[src/rtl/cpu_io_pkg.sv]
// Shared constants for the cpu_io memory-side block: I/O page decode,
// register addresses, STATUS bit positions and the UART TX state encoding.
package cpu_io_pkg;

   localparam logic [3:0]  IoPage     = 4'hF;
   localparam logic [11:0] AddrTxData = 12'h000;
   localparam logic [11:0] AddrStatus = 12'h001;
   localparam logic [11:0] AddrTimer  = 12'h002;

   localparam int unsigned StatusTxFull   = 0;
   localparam int unsigned StatusTxIdle   = 1;
   localparam int unsigned StatusOverflow = 2;

   typedef enum logic [1:0] {
      TxIdle,
      TxStart,
      TxData,
      TxStop
   } tx_state_e;

   // True when a word address falls in the I/O page.
   function automatic logic is_io(input logic [15:0] addr);
      return addr[15:12] == IoPage;
   endfunction

endpackage

[src/rtl/cpu_io_uart_tx.sv]
// 8N1 UART transmitter: start bit, 8 data bits LSB first, one stop bit.
// Pulls bytes through a valid/ready pop interface; when a byte is waiting on
// the last stop cycle it goes straight to the next start bit.
module uart_tx
   import cpu_io_pkg::*;
#(
   parameter int unsigned CLKS_PER_BIT = 16
) (
   input  logic       clk,
   input  logic       reset,
   input  logic       in_valid_i,
   input  logic [7:0] in_data_i,
   output logic       in_ready_o,
   output logic       idle_o,
   output logic       tx_o
);

   localparam int unsigned CntW = $clog2(CLKS_PER_BIT);
   localparam logic [CntW-1:0] CntMax = CntW'(CLKS_PER_BIT - 1);

   tx_state_e       state_q, state_d;
   logic [CntW-1:0] cnt_q, cnt_d;
   logic [2:0]      bit_q, bit_d;
   logic [7:0]      shift_q, shift_d;
   logic            tx_q, tx_d;
   logic            last;

   assign last   = (cnt_q == CntMax);
   assign idle_o = (state_q == TxIdle);
   assign tx_o   = tx_q;

   // Next-state, baud/bit counters and registered line value.
   always_comb begin
      state_d    = state_q;
      cnt_d      = cnt_q;
      bit_d      = bit_q;
      shift_d    = shift_q;
      tx_d       = tx_q;
      in_ready_o = 1'b0;
      unique case (state_q)
         TxIdle: begin
            in_ready_o = 1'b1;
            if (in_valid_i) begin
               state_d = TxStart;
               shift_d = in_data_i;
               cnt_d   = '0;
               tx_d    = 1'b0;
            end
         end
         TxStart: begin
            if (last) begin
               state_d = TxData;
               cnt_d   = '0;
               bit_d   = 3'd0;
               tx_d    = shift_q[0];
            end else begin
               cnt_d = cnt_q + 1'b1;
            end
         end
         TxData: begin
            if (last) begin
               cnt_d = '0;
               if (bit_q == 3'd7) begin
                  state_d = TxStop;
                  tx_d    = 1'b1;
               end else begin
                  bit_d   = bit_q + 3'd1;
                  shift_d = shift_q >> 1;
                  tx_d    = shift_q[1];
               end
            end else begin
               cnt_d = cnt_q + 1'b1;
            end
         end
         TxStop: begin
            if (last) begin
               // Accept the next byte here so frames run back to back.
               in_ready_o = 1'b1;
               cnt_d      = '0;
               if (in_valid_i) begin
                  state_d = TxStart;
                  shift_d = in_data_i;
                  tx_d    = 1'b0;
               end else begin
                  state_d = TxIdle;
                  tx_d    = 1'b1;
               end
            end else begin
               cnt_d = cnt_q + 1'b1;
            end
         end
         default: begin
            state_d = TxIdle;
            tx_d    = 1'b1;
         end
      endcase
   end

   // State register with synchronous reset; line idles high.
   always_ff @(posedge clk) begin
      if (reset) begin
         state_q <= TxIdle;
         cnt_q   <= '0;
         bit_q   <= 3'd0;
         shift_q <= 8'h00;
         tx_q    <= 1'b1;
      end else begin
         state_q <= state_d;
         cnt_q   <= cnt_d;
         bit_q   <= bit_d;
         shift_q <= shift_d;
         tx_q    <= tx_d;
      end
   end

endmodule

[src/rtl/cpu_io.sv]
// Memory-side companion to the CPU: passes RAM traffic through, decodes the
// I/O page (0xF000-0xFFFF) holding a FIFO-buffered UART TX, status/overflow
// flags and, when CPU_IO_TIMER_EN is defined, a free-running 16-bit timer.
module cpu_io
   import cpu_io_pkg::*;
#(
   parameter int unsigned FIFO_DEPTH   = 8,
   parameter int unsigned CLKS_PER_BIT = 16
) (
   input  logic        clk,
   input  logic        reset,
   input  logic [15:0] cpu_raddr_i,
   input  logic [15:0] cpu_waddr_i,
   input  logic [15:0] cpu_wdata_i,
   input  logic        cpu_wr_i,
   output logic [15:0] cpu_rdata_o,
   input  logic [15:0] ram_rdata_i,
   output logic        ram_wr_o,
   output logic        uart_tx_o
);

   localparam int unsigned PtrW = $clog2(FIFO_DEPTH);

   logic [PtrW:0] wptr_q, wptr_d;
   logic [PtrW:0] rptr_q, rptr_d;
   logic [7:0]    mem_q [FIFO_DEPTH];
   logic [7:0]    mem_d [FIFO_DEPTH];
   logic          overflow_q, overflow_d;
   logic          io_sel_q, io_sel_d;
   logic [15:0]   io_rdata_q, io_rdata_d;

   logic          wr_io, wr_txdata, wr_status;
   logic          empty, full, push, pop, reject;
   logic          tx_ready, tx_sh_idle;
   logic [15:0]   status;

   assign wr_io     = cpu_wr_i & is_io(cpu_waddr_i);
   assign ram_wr_o  = cpu_wr_i & ~is_io(cpu_waddr_i);
   assign wr_txdata = wr_io & (cpu_waddr_i[11:0] == AddrTxData);
   assign wr_status = wr_io & (cpu_waddr_i[11:0] == AddrStatus);

   assign empty  = (wptr_q == rptr_q);
   assign full   = (wptr_q[PtrW] != rptr_q[PtrW]) &&
                   (wptr_q[PtrW-1:0] == rptr_q[PtrW-1:0]);
   assign pop    = tx_ready & ~empty;
   // A same-cycle pop frees a slot, so a full FIFO still accepts the push.
   assign push   = wr_txdata & (~full | pop);
   assign reject = wr_txdata & full & ~pop;

   // STATUS word built from pre-edge state.
   always_comb begin
      status                 = '0;
      status[StatusTxFull]   = full;
      status[StatusTxIdle]   = empty & tx_sh_idle;
      status[StatusOverflow] = overflow_q;
   end

`ifdef CPU_IO_TIMER_EN
   logic        wr_timer;
   logic [15:0] timer_q, timer_d;

   assign wr_timer = wr_io & (cpu_waddr_i[11:0] == AddrTimer);

   // Free-running counter; a CPU load takes priority over the increment.
   always_comb begin
      timer_d = wr_timer ? cpu_wdata_i : timer_q + 16'd1;
   end

   // Timer register.
   always_ff @(posedge clk) begin
      if (reset) timer_q <= 16'h0000;
      else       timer_q <= timer_d;
   end
`else
   logic unused_wdata;
   assign unused_wdata = ^cpu_wdata_i[15:8];
`endif

   // FIFO pointers, storage update, overflow flag and read-path capture.
   always_comb begin
      wptr_d     = wptr_q;
      rptr_d     = rptr_q;
      mem_d      = mem_q;
      overflow_d = overflow_q;
      if (push) begin
         mem_d[wptr_q[PtrW-1:0]] = cpu_wdata_i[7:0];
         wptr_d                  = wptr_q + 1'b1;
      end
      if (pop) rptr_d = rptr_q + 1'b1;
      if (wr_status && cpu_wdata_i[StatusOverflow]) overflow_d = 1'b0;
      if (reject) overflow_d = 1'b1;

      io_sel_d   = is_io(cpu_raddr_i);
      io_rdata_d = 16'h0000;
      if (is_io(cpu_raddr_i)) begin
         case (cpu_raddr_i[11:0])
            AddrStatus: io_rdata_d = status;
`ifdef CPU_IO_TIMER_EN
            AddrTimer:  io_rdata_d = timer_q;
`endif
            default:    io_rdata_d = 16'h0000;
         endcase
      end
   end

   // Control state with synchronous reset; resetting pointers discards data.
   always_ff @(posedge clk) begin
      if (reset) begin
         wptr_q     <= '0;
         rptr_q     <= '0;
         overflow_q <= 1'b0;
         io_sel_q   <= 1'b0;
         io_rdata_q <= 16'h0000;
      end else begin
         wptr_q     <= wptr_d;
         rptr_q     <= rptr_d;
         overflow_q <= overflow_d;
         io_sel_q   <= io_sel_d;
         io_rdata_q <= io_rdata_d;
      end
   end

   // FIFO storage; contents are meaningless until pointed at, so no reset.
   always_ff @(posedge clk) begin
      mem_q <= mem_d;
   end

   assign cpu_rdata_o = io_sel_q ? io_rdata_q : ram_rdata_i;

   uart_tx #(
      .CLKS_PER_BIT(CLKS_PER_BIT)
   ) u_uart_tx (
      .clk       (clk),
      .reset     (reset),
      .in_valid_i(~empty),
      .in_data_i (mem_q[rptr_q[PtrW-1:0]]),
      .in_ready_o(tx_ready),
      .idle_o    (tx_sh_idle),
      .tx_o      (uart_tx_o)
   );

endmodule

[config.mk]
export PLATFORM = sky130hd
export DESIGN_NAME = cpu_io
export DESIGN_NICKNAME = d
export VERILOG_FILES = /design/src/rtl/cpu_io_pkg.sv /design/src/rtl/cpu_io_uart_tx.sv /design/src/rtl/cpu_io.sv
export SDC_FILE = /design/constraint.sdc
export NUM_CORES = 1
export LEC_CHECK = 0
export ABC_AREA = 0
export CORE_ASPECT_RATIO = 2
export CORE_MARGIN = 8
export CORE_UTILIZATION = 52
export DETAILED_ROUTE_END_ITERATION = 12
export PLACE_DENSITY = 0.86
export SYNTH_ARGS = -nofsm -noshare
export SYNTH_HDL_FRONTEND = slang
export SYNTH_SLANG_ARGS = --single-unit
[constraint.sdc]
create_clock -name clk -period 3.23 [get_ports clk]
set_input_delay 0.323 -clock clk [delete_from_list [all_inputs] [get_ports clk]]
set_output_delay 0.323 -clock clk [all_outputs]
set_load 0.005 [all_outputs]
==> impl_summary.log, run 1 <==
[metrics] status: completed
[metrics] Yosys top cell area share: 43.5%
[metrics] netlist area before placement: 4420 sq um
[metrics] Antenna Diode Count: 0
[metrics] number of core rows: 47
[metrics] initial DRC count: 150
[metrics] nature of the critical path startpoint: flop
[metrics] TritonCTS clock tree: built
[metrics] Clock transition at path regs: 0.07 ns
[metrics] Post-Route Skew: 0.00749 ns
[metrics] most used flip-flop cell after synthesis: sky130_fd_sc_hd__edfxtp_1
[metrics] setup TNS after final layout: 0 ns
[metrics] post-DP HPWL: 7090 um
[metrics] remaining design rule violation count: 0
[metrics] critical path fanouts, max: 8
[metrics] cts hold-fix bufs: 0
[metrics] aggregate routed wire length: 9510 um
[metrics] post-detailed-route count of antenna-violating nets: 0
[metrics] critical path class: flop to flop
[metrics] largest net degree at the start of global routing: 30
[metrics] final worst path period share: 76.3%
[metrics] crit path DAT: 2.51 ns
[metrics] transition time of the tightest slew-check pin: 0.759 ns
[metrics] number of hold-slack violations in the final timing report: 0
[metrics] Core Box Area: 8290 sq um
[metrics] antenna violations before repair: 0
[metrics] clock power share: 37.1%
[metrics] ys async rst share: 0%
[metrics] number of violations of the max-capacitance limit: 0
[metrics] wire length of the first global-routing pass: 15200 um
[metrics] die width: 81.2 um
[metrics] die area: 11900 sq um
[metrics] biggest cell delay along the critical path: 0.39 ns
[metrics] sequential power share: 48.6%
[metrics] peak ir drop on the vdd network: 0.534 mV
[metrics] Seq/Total Area, Yosys: 57.5%
[metrics] YS warnings: 0
[metrics] number of top-level pins: 85
[metrics] CTS root buffer: sky130_fd_sc_hd__clkbuf_16
[metrics] setup repair after global routing missed its margin: no
[metrics] starting utilization of the core area: 53.3%
[metrics] maximum operating frequency: 0.406 GHz
[metrics] Die Span Y: 146 um
[metrics] Routed wire per std cell: 18.6 um
[metrics] post-CTS repair timing setup buffer count: 0
[metrics] count of final max-slew check failures: 0
[metrics] GRT Util Overall: 17.0%
[metrics] CTS H-tree depth: 3
[metrics] Pleak: 1.84 nW
[metrics] clock latency of the later-clocked register in the worst-skew pair: 0.35 ns
[metrics] global-route congestion overflow total: 0
[metrics] Total Nets Final: 483
[metrics] worst hold path type: flop to flop
[metrics] required time at the endpoint of the critical path: 3.28 ns
[metrics] biggest area contributors in the synthesized netlist: sky130_fd_sc_hd__edfxtp_1 44%, sky130_fd_sc_hd__dfxtp_1 14%, sky130_fd_sc_hd__mux4_2 6.6%
[metrics] CP cell instances: inv_1 -> ha_1 -> a41oi_1 -> or2_2 -> a211oi_4 -> nand2_2 -> nor3_1 -> buf_4
[metrics] # resized after CTS: 0
[metrics] maximum buffer depth of the clock tree: 2
[metrics] synthesized instance count: 325
[metrics] cell with the most instances after synthesis: sky130_fd_sc_hd__edfxtp_1
[metrics] ratio of total power to cell area: 493 nW/um^2
[metrics] flops & latches, synth: 95
[metrics] total power draw: 2.76 mW
[metrics] largest area contributor in the netlist: sky130_fd_sc_hd__edfxtp_1
[metrics] switching fraction of total power: 25.6%
[metrics] # port buffers: 76
[metrics] share of cells above drive strength 1: 15.5%
[metrics] normalized max-slew margin: 49.4%
[metrics] type of element capturing the critical path: flop
[metrics] TritonCTS buffer count: 9
[metrics] post-synth net total: 401
[metrics] internal portion of total power: 2.05 mW
[metrics] Unique masters post-synth: 54
[metrics] count of flip-flops with a built-in enable after synthesis: 64
[metrics] top cells by instance count after synthesis: 64 x sky130_fd_sc_hd__edfxtp_1, 31 x sky130_fd_sc_hd__dfxtp_1, 24 x sky130_fd_sc_hd__nor2_1, 22 x sky130_fd_sc_hd__nor2b_1, 19 x sky130_fd_sc_hd__a21oi_1
[metrics] growth of design area from synthesis to finish: 26.4%
[metrics] total number of vias: 2922
[metrics] proportion of power drawn by combinational gates: 14.3%
[metrics] RePlAce Congestion: 0.802
[metrics] via count of the first global-routing pass: 3144
[metrics] number of endpoints failing setup at the final stage: 0
[metrics] number of detailed-route iterations in the first pass: 4
[metrics] Min Clock Period, post-route: 2.46 ns
[metrics] net switching component of the power: 0.704 mW
[metrics] Critical Path Slowest Stage Cell: sky130_fd_sc_hd__or2_2
[metrics] Syn Area/Cell: 13.6 sq um
[metrics] total clock sinks: 95
[metrics] post-detailed-route via-to-cell ratio: 5.73
==> sequential cells by signal, indices dropped and copies added, names as in the netlist <==
name,cells
mem_q,64
u_uart_tx.shift_q,8
rptr_q,4
u_uart_tx.cnt_q,4
wptr_q,4
io_rdata_q,3
u_uart_tx.bit_q,3
u_uart_tx.state_q,2
io_sel_q,1
overflow_q,1
u_uart_tx.tx_o,1
==> final cells by class <==
cell class	instances	area [sq um]
fillers	593	2710
flip-flops and latches	95	2540
multi-input cells	200	1720
repair buffers	88	851
clock buffers	9	225
well taps	98	123
clock inverters	7	71.3
inverters	13	48.8
==> path summary, 6_finish.rpt <==
| check | start | end | slack, ns | cells after the start |
|---|---|---|---|---|
| max | u_uart_tx.state_q[0]$_SDFFE_PP0P_ | mem_q[25]$_DFFE_PP_ | 0.77 | 8 |
| min | overflow_q$_SDFFE_PP0P_ | io_rdata_q[2]$_SDFF_PP0_ | 0.46 | 2 |
| max reg2reg | u_uart_tx.state_q[0]$_SDFFE_PP0P_ | mem_q[25]$_DFFE_PP_ | 0.77 | 8 |
| min reg2reg | overflow_q$_SDFFE_PP0P_ | io_rdata_q[2]$_SDFF_PP0_ | 0.46 | 2 |
==> layout by cell type, fill, tap and decap left out, types with 2 or more instances in the layout <==
cell type                         count
sky130_fd_sc_hd__inv_1               13
sky130_fd_sc_hd__nor4_2               2
sky130_fd_sc_hd__nor2b_1             22
sky130_fd_sc_hd__mux2_2               3
sky130_fd_sc_hd__nand4_1              5
sky130_fd_sc_hd__nor4b_1              3
sky130_fd_sc_hd__buf_4               12
sky130_fd_sc_hd__dfxtp_1             31
sky130_fd_sc_hd__or2_2                2
sky130_fd_sc_hd__mux4_1               3
sky130_fd_sc_hd__clkbuf_16            9
sky130_fd_sc_hd__a22oi_1              2
sky130_fd_sc_hd__a211o_1              6
sky130_fd_sc_hd__nor2_1              24
sky130_fd_sc_hd__a211oi_1             6
sky130_fd_sc_hd__nand3_1              6
sky130_fd_sc_hd__nor4_1               4
sky130_fd_sc_hd__a21oi_1             19
sky130_fd_sc_hd__ha_1                 9
sky130_fd_sc_hd__mux2i_1              4
sky130_fd_sc_hd__xnor2_1              4
sky130_fd_sc_hd__nand2_1             16
sky130_fd_sc_hd__clkinv_4             2
sky130_fd_sc_hd__xnor2_2              3
sky130_fd_sc_hd__nor3_1               6
sky130_fd_sc_hd__clkdlybuf4s50_1     76
sky130_fd_sc_hd__inv_6                3
sky130_fd_sc_hd__edfxtp_1            64
sky130_fd_sc_hd__xor2_1               3
sky130_fd_sc_hd__o211ai_1             2
sky130_fd_sc_hd__o21ai_0              8
sky130_fd_sc_hd__nor3b_1              3
sky130_fd_sc_hd__mux4_2              13
sky130_fd_sc_hd__xor2_4               2
==> metrics by stage <==
| stage | worst slack [ns] | area (sq um) | hold WS (ns) | utilization [%] | cells |
|---|---|---|---|---|---|
| after floorplan | 0.636 | 4420 | 0.418 | - | 325 |
| after global placement | 0.657 | 5290 | 0.433 | 63.8 | 494 |
| after detailed placement | 0.624 | 5290 | 0.444 | 63.8 | 494 |
| after CTS | 0.757 | 5580 | 0.452 | 67.3 | 510 |
| after global routing | 0.589 | 5580 | 0.471 | 67.3 | 510 |
| final | 0.765 | 5580 | 0.456 | 67.3 | 510 |
==> power groups by stage <==
| stage | Combinational (mW) | Sequential, mW | Clock [mW] |
|---|---|---|---|
| final | 0.394 | 1.34 | 1.02 |
| after global routing | 0.430 | 1.34 | 1.09 |
| after CTS | 0.396 | 1.34 | 1.04 |
| after detailed placement | 0.387 | 1.37 | 0 |
| after global placement | 0.372 | 1.37 | 0 |
| after floorplan | 0.224 | 1.36 | 0 |
==> worst max-delay path: cells and delay by family, from the launching register on <==
kind            cells  cell delay (ns)
simple gates        3             0.70
compound gates      2             0.47
buf+inv             2             0.36
flops               1             0.34
fa+ha+maj           1             0.30
==> layer usage <==
metal  GRT usage (%)  wire [um]  vias up
li1                -          -     1388
met4            7.84        255        0
met1            15.5       3190     1425
met5               0          0        -
met2            32.5       5570       91
met3            4.06        502       18
==> kinds of logic after synthesis <==
| kind of cell | Yosys count | share of synthesized area (%) |
|---|---|---|
| AND/OR/NAND/NOR | 102 | 13.5 |
| flip-flops | 95 | 57.5 |
| AO/OA/AOI/OAI | 53 | 8.75 |
| buffers and inverters | 30 | 3.46 |
| multiplexers | 23 | 10.1 |
| XOR/XNOR | 13 | 4.11 |
| adder cells (fa/ha/maj) | 9 | 2.55 |
Power figures use the tool's default switching activity.
==> run 2: changes to the inputs <==
==> constraint.sdc (replaced) <==
create_clock -name clk -period 2.4 [get_ports clk]
set_input_delay 0.24 -clock clk [delete_from_list [all_inputs] [get_ports clk]]
set_output_delay 0.24 -clock clk [all_outputs]
set_load 0.005 [all_outputs]
==> run 2 against run 1 <==
Compared with the run above:
- critical path depth fell by 1
- die area did not move
- highest routed layer unchanged
- via count grew 1.9%
- worst setup slack got worse by 0.66 ns
- combinational power is 41% higher
- largest cell class unchanged
- register-to-register slack got worse by 0.66 ns
==> impl_summary.log, run 2 (same netlist as run 1, synthesis figures left out) <==
[metrics] share of cells above drive strength 1: 19.0% (+3.4 points)
[metrics] number of flip-flops in the largest register: 64 (unchanged)
[metrics] Pleak: 1.90 nW (+3.0%)
[metrics] aggregate routed wire length: 9900 um (+4.1%)
[metrics] placement-stage cell area: 5420 sq um (+2.4%)
[metrics] total number of vias: 2977 (+1.9%)
[metrics] leading cell type in the layout, fill and taps excluded: sky130_fd_sc_hd__clkdlybuf4s50_1
[metrics] critical path class: flop to flop
[metrics] Post-Route Skew: 0.00700 ns (-0.000487 ns)
[metrics] crit path DAT: 2.34 ns (-0.17 ns)
[metrics] GRT Util Overall: 17.6% (+0.62 points)
[metrics] normalized max-slew margin: 56.1% (+6.7 points)
[metrics] type of element capturing the critical path: flop
[metrics] post-detailed-route count of antenna-violating nets: 0 (unchanged)
[metrics] post-CTS repair timing setup buffer count: 0 (unchanged)
[metrics] # port buffers: 76 (unchanged)
[metrics] die area: 11900 sq um (unchanged)
[metrics] CTS H-tree depth: 3 (unchanged)
[metrics] post-layout util: 68.8% (+1.5 points)
[metrics] post-placement worst setup slack: 0.0228 ns (-0.601 ns)
[metrics] maximum buffer depth of the clock tree: 2 (unchanged)
[metrics] setup repair after global routing missed its margin: no
[metrics] top register by number of flip-flops: mem_q
[metrics] number of violations of the max-capacitance limit: 0 (unchanged)
[metrics] Die Span Y: 146 um (unchanged)
[metrics] number of top-level pins: 85 (unchanged)
[metrics] status: completed
[metrics] worst hold path type: flop to flop
[metrics] CTS root buffer: sky130_fd_sc_hd__clkbuf_16
[metrics] Min Clock Period, post-route: 2.29 ns (-0.172 ns)
[metrics] commonest non-fill, non-tap cells in the layout: 76 x sky130_fd_sc_hd__clkdlybuf4s50_1, 64 x sky130_fd_sc_hd__edfxtp_1, 31 x sky130_fd_sc_hd__dfxtp_1
[metrics] total clock sinks: 95 (unchanged)
[metrics] TritonCTS buffer count: 9 (unchanged)
[metrics] number of hold-slack violations in the final timing report: 0 (unchanged)
[metrics] Post-Layout Inst Area: 5710 sq um (+2.2%)
[metrics] TritonCTS clock tree: built
[metrics] Core Box Area: 8290 sq um (unchanged)
[metrics] ratio of total power to cell area: 652 nW/um^2 (+32%)
[metrics] starting utilization of the core area: 53.3% (unchanged)
[metrics] transition time of the tightest slew-check pin: 0.652 ns (-0.107 ns)
[metrics] setup slack of the critical path after layout: 0.107 ns (-0.658 ns)
[metrics] global-route congestion overflow total: 0 (unchanged)
[metrics] cts hold-fix bufs: 0 (unchanged)
[metrics] peak ir drop on the vdd network: 0.728 mV (+36%)
[metrics] maximum operating frequency: 0.436 GHz (+7.5%)
[metrics] largest net degree at the start of global routing: 25 (-17%)
[metrics] antenna violations before repair: 0 (unchanged)
[metrics] post-DP HPWL: 7370 um (+3.9%)
[metrics] count of final max-slew check failures: 0 (unchanged)
[metrics] via count of the first global-routing pass: 3177 (+1.0%)
[metrics] # resized after CTS: 0 (unchanged)
[metrics] Antenna Diode Count: 0 (unchanged)
[metrics] required time at the endpoint of the critical path: 2.44 ns (-0.84 ns)
[metrics] clock latency of the later-clocked register in the worst-skew pair: 0.34 ns (about the same)
[metrics] RePlAce Congestion: 0.794 (-1.0%)
[metrics] wire length of the first global-routing pass: 15700 um (+3.0%)
[metrics] number of fillers in the final layout: 571 (-3.7%)
[metrics] number of detailed-route iterations in the first pass: 4 (unchanged)
[metrics] nature of the critical path startpoint: flop
[metrics] largest registers: mem_q x64, u_uart_tx.shift_q x8
[metrics] remaining design rule violation count: 0 (unchanged)
[metrics] growth of design area from synthesis to finish: 29.1%
[metrics] number of core rows: 47 (unchanged)
[metrics] initial DRC count: 153 (+2.0%)
[metrics] Routed wire per std cell: 19.0 um (+2.1%)
[metrics] number of endpoints failing setup at the final stage: 0 (unchanged)
[metrics] Clock transition at path regs: 0.07 ns (about the same)
[metrics] critical path fanouts, max: 8 (unchanged)
[metrics] die width: 81.2 um (unchanged)
[metrics] post-detailed-route via-to-cell ratio: 5.73 (about the same)
[metrics] final worst path period share: 95.5% (+19 points)
[metrics] Total Nets Final: 493 (+2.1%)
[run 2: area by class of cell]
cell class,count,area (sq um),area share (%)
multi-input combinational,200,1750,30.7
inverter,13,48.8,0.855
sequential,95,2540,44.6
timing repair buffer,98,951,16.7
clock buffer,9,225,3.95
clock inverter,7,62.6,1.10
tap,98,123,2.15
[run 2: critical path: stages (launching register included)]
cell,delay [ns]
sky130_fd_sc_hd__dfxtp_1,0.40
sky130_fd_sc_hd__inv_1,0.10
sky130_fd_sc_hd__ha_1,0.33
sky130_fd_sc_hd__or2_2,0.38
sky130_fd_sc_hd__a211oi_4,0.27
sky130_fd_sc_hd__nand2_2,0.12
sky130_fd_sc_hd__nor3b_2,0.16
sky130_fd_sc_hd__buf_4,0.22
[run 2: final timing paths]
path | from | endpoint | slack [ns] | cells past startpoint
setup / recovery | u_uart_tx.state_q[0]$_SDFFE_PP0P_ | mem_q[22]$_DFFE_PP_ | 0.11 | 7
hold / removal | u_uart_tx.tx_o$_SDFFE_PP1P_ | u_uart_tx.tx_o$_SDFFE_PP1P_ | 0.46 | 2
setup reg to reg | u_uart_tx.state_q[0]$_SDFFE_PP0P_ | mem_q[22]$_DFFE_PP_ | 0.11 | 7
hold reg to reg | u_uart_tx.tx_o$_SDFFE_PP1P_ | u_uart_tx.tx_o$_SDFFE_PP1P_ | 0.46 | 2
[run 2: per-stage QoR]
| stage | power [mW] | hold WS (ns) | std cells | TNS (ns) |
|---|---|---|---|---|
| after floorplan | 2.13 | 0.339 | 325 | -0.307 |
| after global placement | 2.38 | 0.428 | 504 | 0 |
| after detailed placement | 2.40 | 0.448 | 504 | 0 |
| after CTS | 3.74 | 0.462 | 520 | 0 |
| after global routing | 3.85 | 0.469 | 520 | 0 |
| final | 3.72 | 0.458 | 520 | 0 |
[run 2: power by group]
part	switching, mW	internal, mW
Combinational	0.276	0.282
Clock	0.635	0.724
Sequential	0.0306	1.77
[run 2: metal layers]
layer	global-route usage [%]	vias up	part of all wire [%]
met4	8.83	0	2.9
li1	-	1421	-
met3	3.57	14	4.5
met1	16.8	1476	34
met5	0	-	0
met2	32.9	66	59
==> run 3: changes to the inputs <==
--- a/config.mk
+++ b/config.mk
@@ -10,7 +10,9 @@
 export CORE_MARGIN = 8
 export CORE_UTILIZATION = 52
 export DETAILED_ROUTE_END_ITERATION = 12
+export HOLD_SLACK_MARGIN = 0.1
 export PLACE_DENSITY = 0.86
 export SYNTH_ARGS = -nofsm -noshare
 export SYNTH_HDL_FRONTEND = slang
 export SYNTH_SLANG_ARGS = --single-unit
+export TNS_END_PERCENT = 30
==> run 3 against run 2 <==
Compared with the run above:
- flip-flop and latch count unchanged
- utilization about the same
- combinational power about the same
- register-to-register slack better by 0.03 ns
- via count down 1.8%
==> impl_summary.log, run 3 (same netlist as run 1, synthesis figures left out) <==
[metrics] remaining design rule violation count: 0 (unchanged)
[metrics] Clock transition at path regs: 0.07 ns (about the same)
[metrics] number of top-level pins: 85 (unchanged)
[metrics] commonest non-fill, non-tap cells in the layout: 76 x sky130_fd_sc_hd__clkdlybuf4s50_1, 64 x sky130_fd_sc_hd__edfxtp_1, 31 x sky130_fd_sc_hd__dfxtp_1
[metrics] post-CTS repair timing setup buffer count: 0 (unchanged)
[metrics] GRT Util Overall: 16.8% (-0.83 points)
[metrics] number of core rows: 47 (unchanged)
[metrics] growth of design area from synthesis to finish: 29.1% (about the same)
[metrics] nature of the critical path startpoint: flop
[metrics] Post-Route Skew: 0.00684 ns (-0.000158 ns)
[metrics] biggest cell delay along the critical path: 0.42 ns (+0.02 ns)
[metrics] status: completed
[metrics] number of hold-slack violations in the final timing report: 0 (unchanged)
[metrics] setup slack of the critical path after layout: 0.137 ns (+0.0303 ns)
[metrics] Pleak: 1.90 nW (-0.10%)
[metrics] CP cell instances: ha_2 -> a41oi_1 -> or2_2 -> a211oi_4 -> nand2_2 -> nor3b_2 -> buf_4
[metrics] total clock sinks: 95 (unchanged)
[metrics] type of element capturing the critical path: flop
[metrics] Worst Reg-to-Reg Cells: 7 (unchanged)
[metrics] maximum operating frequency: 0.442 GHz (+1.3%)
[metrics] Worst Min Path Start: overflow_q$_SDFFE_PP0P_
[metrics] antenna violations before repair: 0 (unchanged)
[metrics] largest registers: mem_q x64, u_uart_tx.shift_q x8
[metrics] final worst path period share: 94.3% (-1.3 points)
[metrics] leading cell type in the layout, fill and taps excluded: sky130_fd_sc_hd__clkdlybuf4s50_1
[metrics] post-DP HPWL: 7180 um (-2.6%)
[metrics] Min Hold Slack: 0.456 ns (-0.00131 ns)
[metrics] maximum buffer depth of the clock tree: 2 (unchanged)
[metrics] largest net degree at the start of global routing: 25 (unchanged)
[metrics] initial DRC count: 125 (-18%)
[metrics] TritonCTS buffer count: 9 (unchanged)
[metrics] die width: 81.2 um (unchanged)
[metrics] post-detailed-route count of antenna-violating nets: 0 (unchanged)
[metrics] largest delay contributor family on the critical path: simple AND/OR/NAND/NOR gates
[metrics] required time at the endpoint of the critical path: 2.45 ns (about the same)
[metrics] aggregate routed wire length: 9410 um (-4.9%)
[metrics] via count of the first global-routing pass: 3114 (-2.0%)
[metrics] critical path fanouts, max: 8 (unchanged)
[metrics] endpoint of the worst-slack reg-to-reg timing path: mem_q[10]$_DFFE_PP_
[metrics] critical path class: flop to flop
[metrics] Min Clock Period, post-route: 2.26 ns (-0.0303 ns)
[metrics] TritonCTS clock tree: built
[metrics] number of endpoints failing setup at the final stage: 0 (unchanged)
[metrics] worst hold path type: flop to flop
[metrics] RePlAce Congestion: 0.759 (-4.5%)
[metrics] post-placement worst setup slack: 0.0216 ns (-0.00115 ns)
[metrics] crit path DAT: 2.31 ns (-0.03 ns)
[metrics] top register by number of flip-flops: mem_q
[metrics] peak ir drop on the vdd network: 0.699 mV (-4.0%)
[metrics] wire length of the first global-routing pass: 15200 um (-2.9%)
[metrics] post-detailed-route via-to-cell ratio: 5.66 (-1.2%)
[metrics] startpoint of the most critical register-to-register path: u_uart_tx.cnt_q[0]$_SDFFE_PP0N_
[metrics] WHS Endpoint: io_rdata_q[2]$_SDFF_PP0_
[metrics] ratio of total power to cell area: 678 nW/um^2 (+4.0%)
[metrics] clock latency of the later-clocked register in the worst-skew pair: 0.34 ns (about the same)
[metrics] # port buffers: 76 (unchanged)
[metrics] Hold Path Cell Cnt: 2 (unchanged)
[metrics] Routed wire per std cell: 18.2 um (-4.4%)
[metrics] global-route congestion overflow total: 0 (unchanged)
[metrics] number of detailed-route iterations in the first pass: 4 (unchanged)
[metrics] Core Box Area: 8290 sq um (unchanged)
[metrics] Critical Path Slowest Stage Cell: sky130_fd_sc_hd__dfxtp_1
[metrics] Total Nets Final: 491 (-0.41%)
[metrics] starting utilization of the core area: 53.3% (unchanged)
[metrics] total number of vias: 2924 (-1.8%)
[metrics] WP buf/inv: 1 (-1)
[metrics] CTS root buffer: sky130_fd_sc_hd__clkbuf_16
[metrics] count of final max-slew check failures: 0 (unchanged)
[metrics] die area: 11900 sq um (unchanged)
[metrics] FF-to-FF setup slack: 0.14 ns (+0.03 ns)
[metrics] Antenna Diode Count: 0 (unchanged)
[metrics] Die Span Y: 146 um (unchanged)
[metrics] CTS H-tree depth: 3 (unchanged)
[metrics] share of cells above drive strength 1: 17.7% (-1.3 points)
[metrics] normalized max-slew margin: 57.8% (+1.7 points)
[metrics] transition time of the tightest slew-check pin: 0.628 ns (-0.0240 ns)
[metrics] number of violations of the max-capacitance limit: 0 (unchanged)
[metrics] number of flip-flops in the largest register: 64 (unchanged)
[metrics] setup repair after global routing missed its margin: no
## run 3: cell types whose count changed in the layout (fill, tap and decap cells not counted), sizes merged
cell	before	now
buf	22	20
bufinv	0	2
clkinv	4	2
inv	16	15
## run 3: final cells by class
cell class / instances / area, sq um
Fill cell: 574 / 2590
Sequential cell: 95 / 2540
Multi-Input combinational cell: 200 / 1740
Timing Repair Buffer: 96 / 936
Clock buffer: 9 / 225
Tap cell: 98 / 123
Clock inverter: 6 / 93.8
Inverter: 13 / 48.8
## run 3: worst max-delay path by stage
stage / start / end / slack [ns] / depth (start not counted)
5_1_grt: u_uart_tx.state_q[0]$_SDFFE_PP0P_ / mem_q[8]$_DFFE_PP_ / 0.004 / 7
3_5_place_dp: cpu_waddr_i[1] / mem_q[43]$_DFFE_PP_ / 0.02 / 7
3_3_place_gp: cpu_waddr_i[3] / mem_q[43]$_DFFE_PP_ / 0.08 / 7
4_1_cts: u_uart_tx.cnt_q[0]$_SDFFE_PP0N_ / mem_q[10]$_DFFE_PP_ / 0.11 / 7
6_report: u_uart_tx.cnt_q[0]$_SDFFE_PP0N_ / mem_q[10]$_DFFE_PP_ / 0.14 / 7
2_1_floorplan: u_uart_tx.state_q[0]$_SDFFE_PP0P_ / mem_q[40]$_DFFE_PP_ / -0.15 / 5
## run 3: what timing repair did
item                       4_1_cts  5_1_grt
setup endpoints to repair        0       16
hold buffers                     0        0
resized for setup                0        1
## run 3: tightest hold or removal path, delay by kind of cell (launching register included)
kind | cells | cell delay, ns
flops | 1 | 0.33
simple gates | 1 | 0.04
buf+inv | 1 | 0.05
## run 3: where the power goes
group | total [mW] | switching (mW) | internal [mW]
sequential | 1.81 | 0.0303 | 1.77
combinational | 0.557 | 0.274 | 0.283
clock | 1.51 | 0.591 | 0.917
total | 3.87 | 0.895 | 2.97
## run 3: metrics by stage
| step | utilization, % | power, mW | instances | cell area (sq um) | TNS, ns |
|---|---|---|---|---|---|
| final | 68.8 | 3.87 | 517 | 5700 | 0 |
| after global routing | 68.8 | 4.01 | 517 | 5700 | 0 |
| after CTS | 68.8 | 3.90 | 517 | 5700 | 0 |
| after detailed placement | 64.9 | 2.39 | 502 | 5380 | 0 |
| after global placement | 64.9 | 2.38 | 502 | 5380 | 0 |
| after floorplan | - | 2.13 | 325 | 4430 | -3.20 |
## run 3: routing by layer
layer	vias up	share of wire, %	GRT usage (%)
met5	-	0	0
met4	0	2.6	8.20
met3	21	4.4	2.77
met2	66	58	31.7
met1	1431	35	16.3
li1	1406	-	-
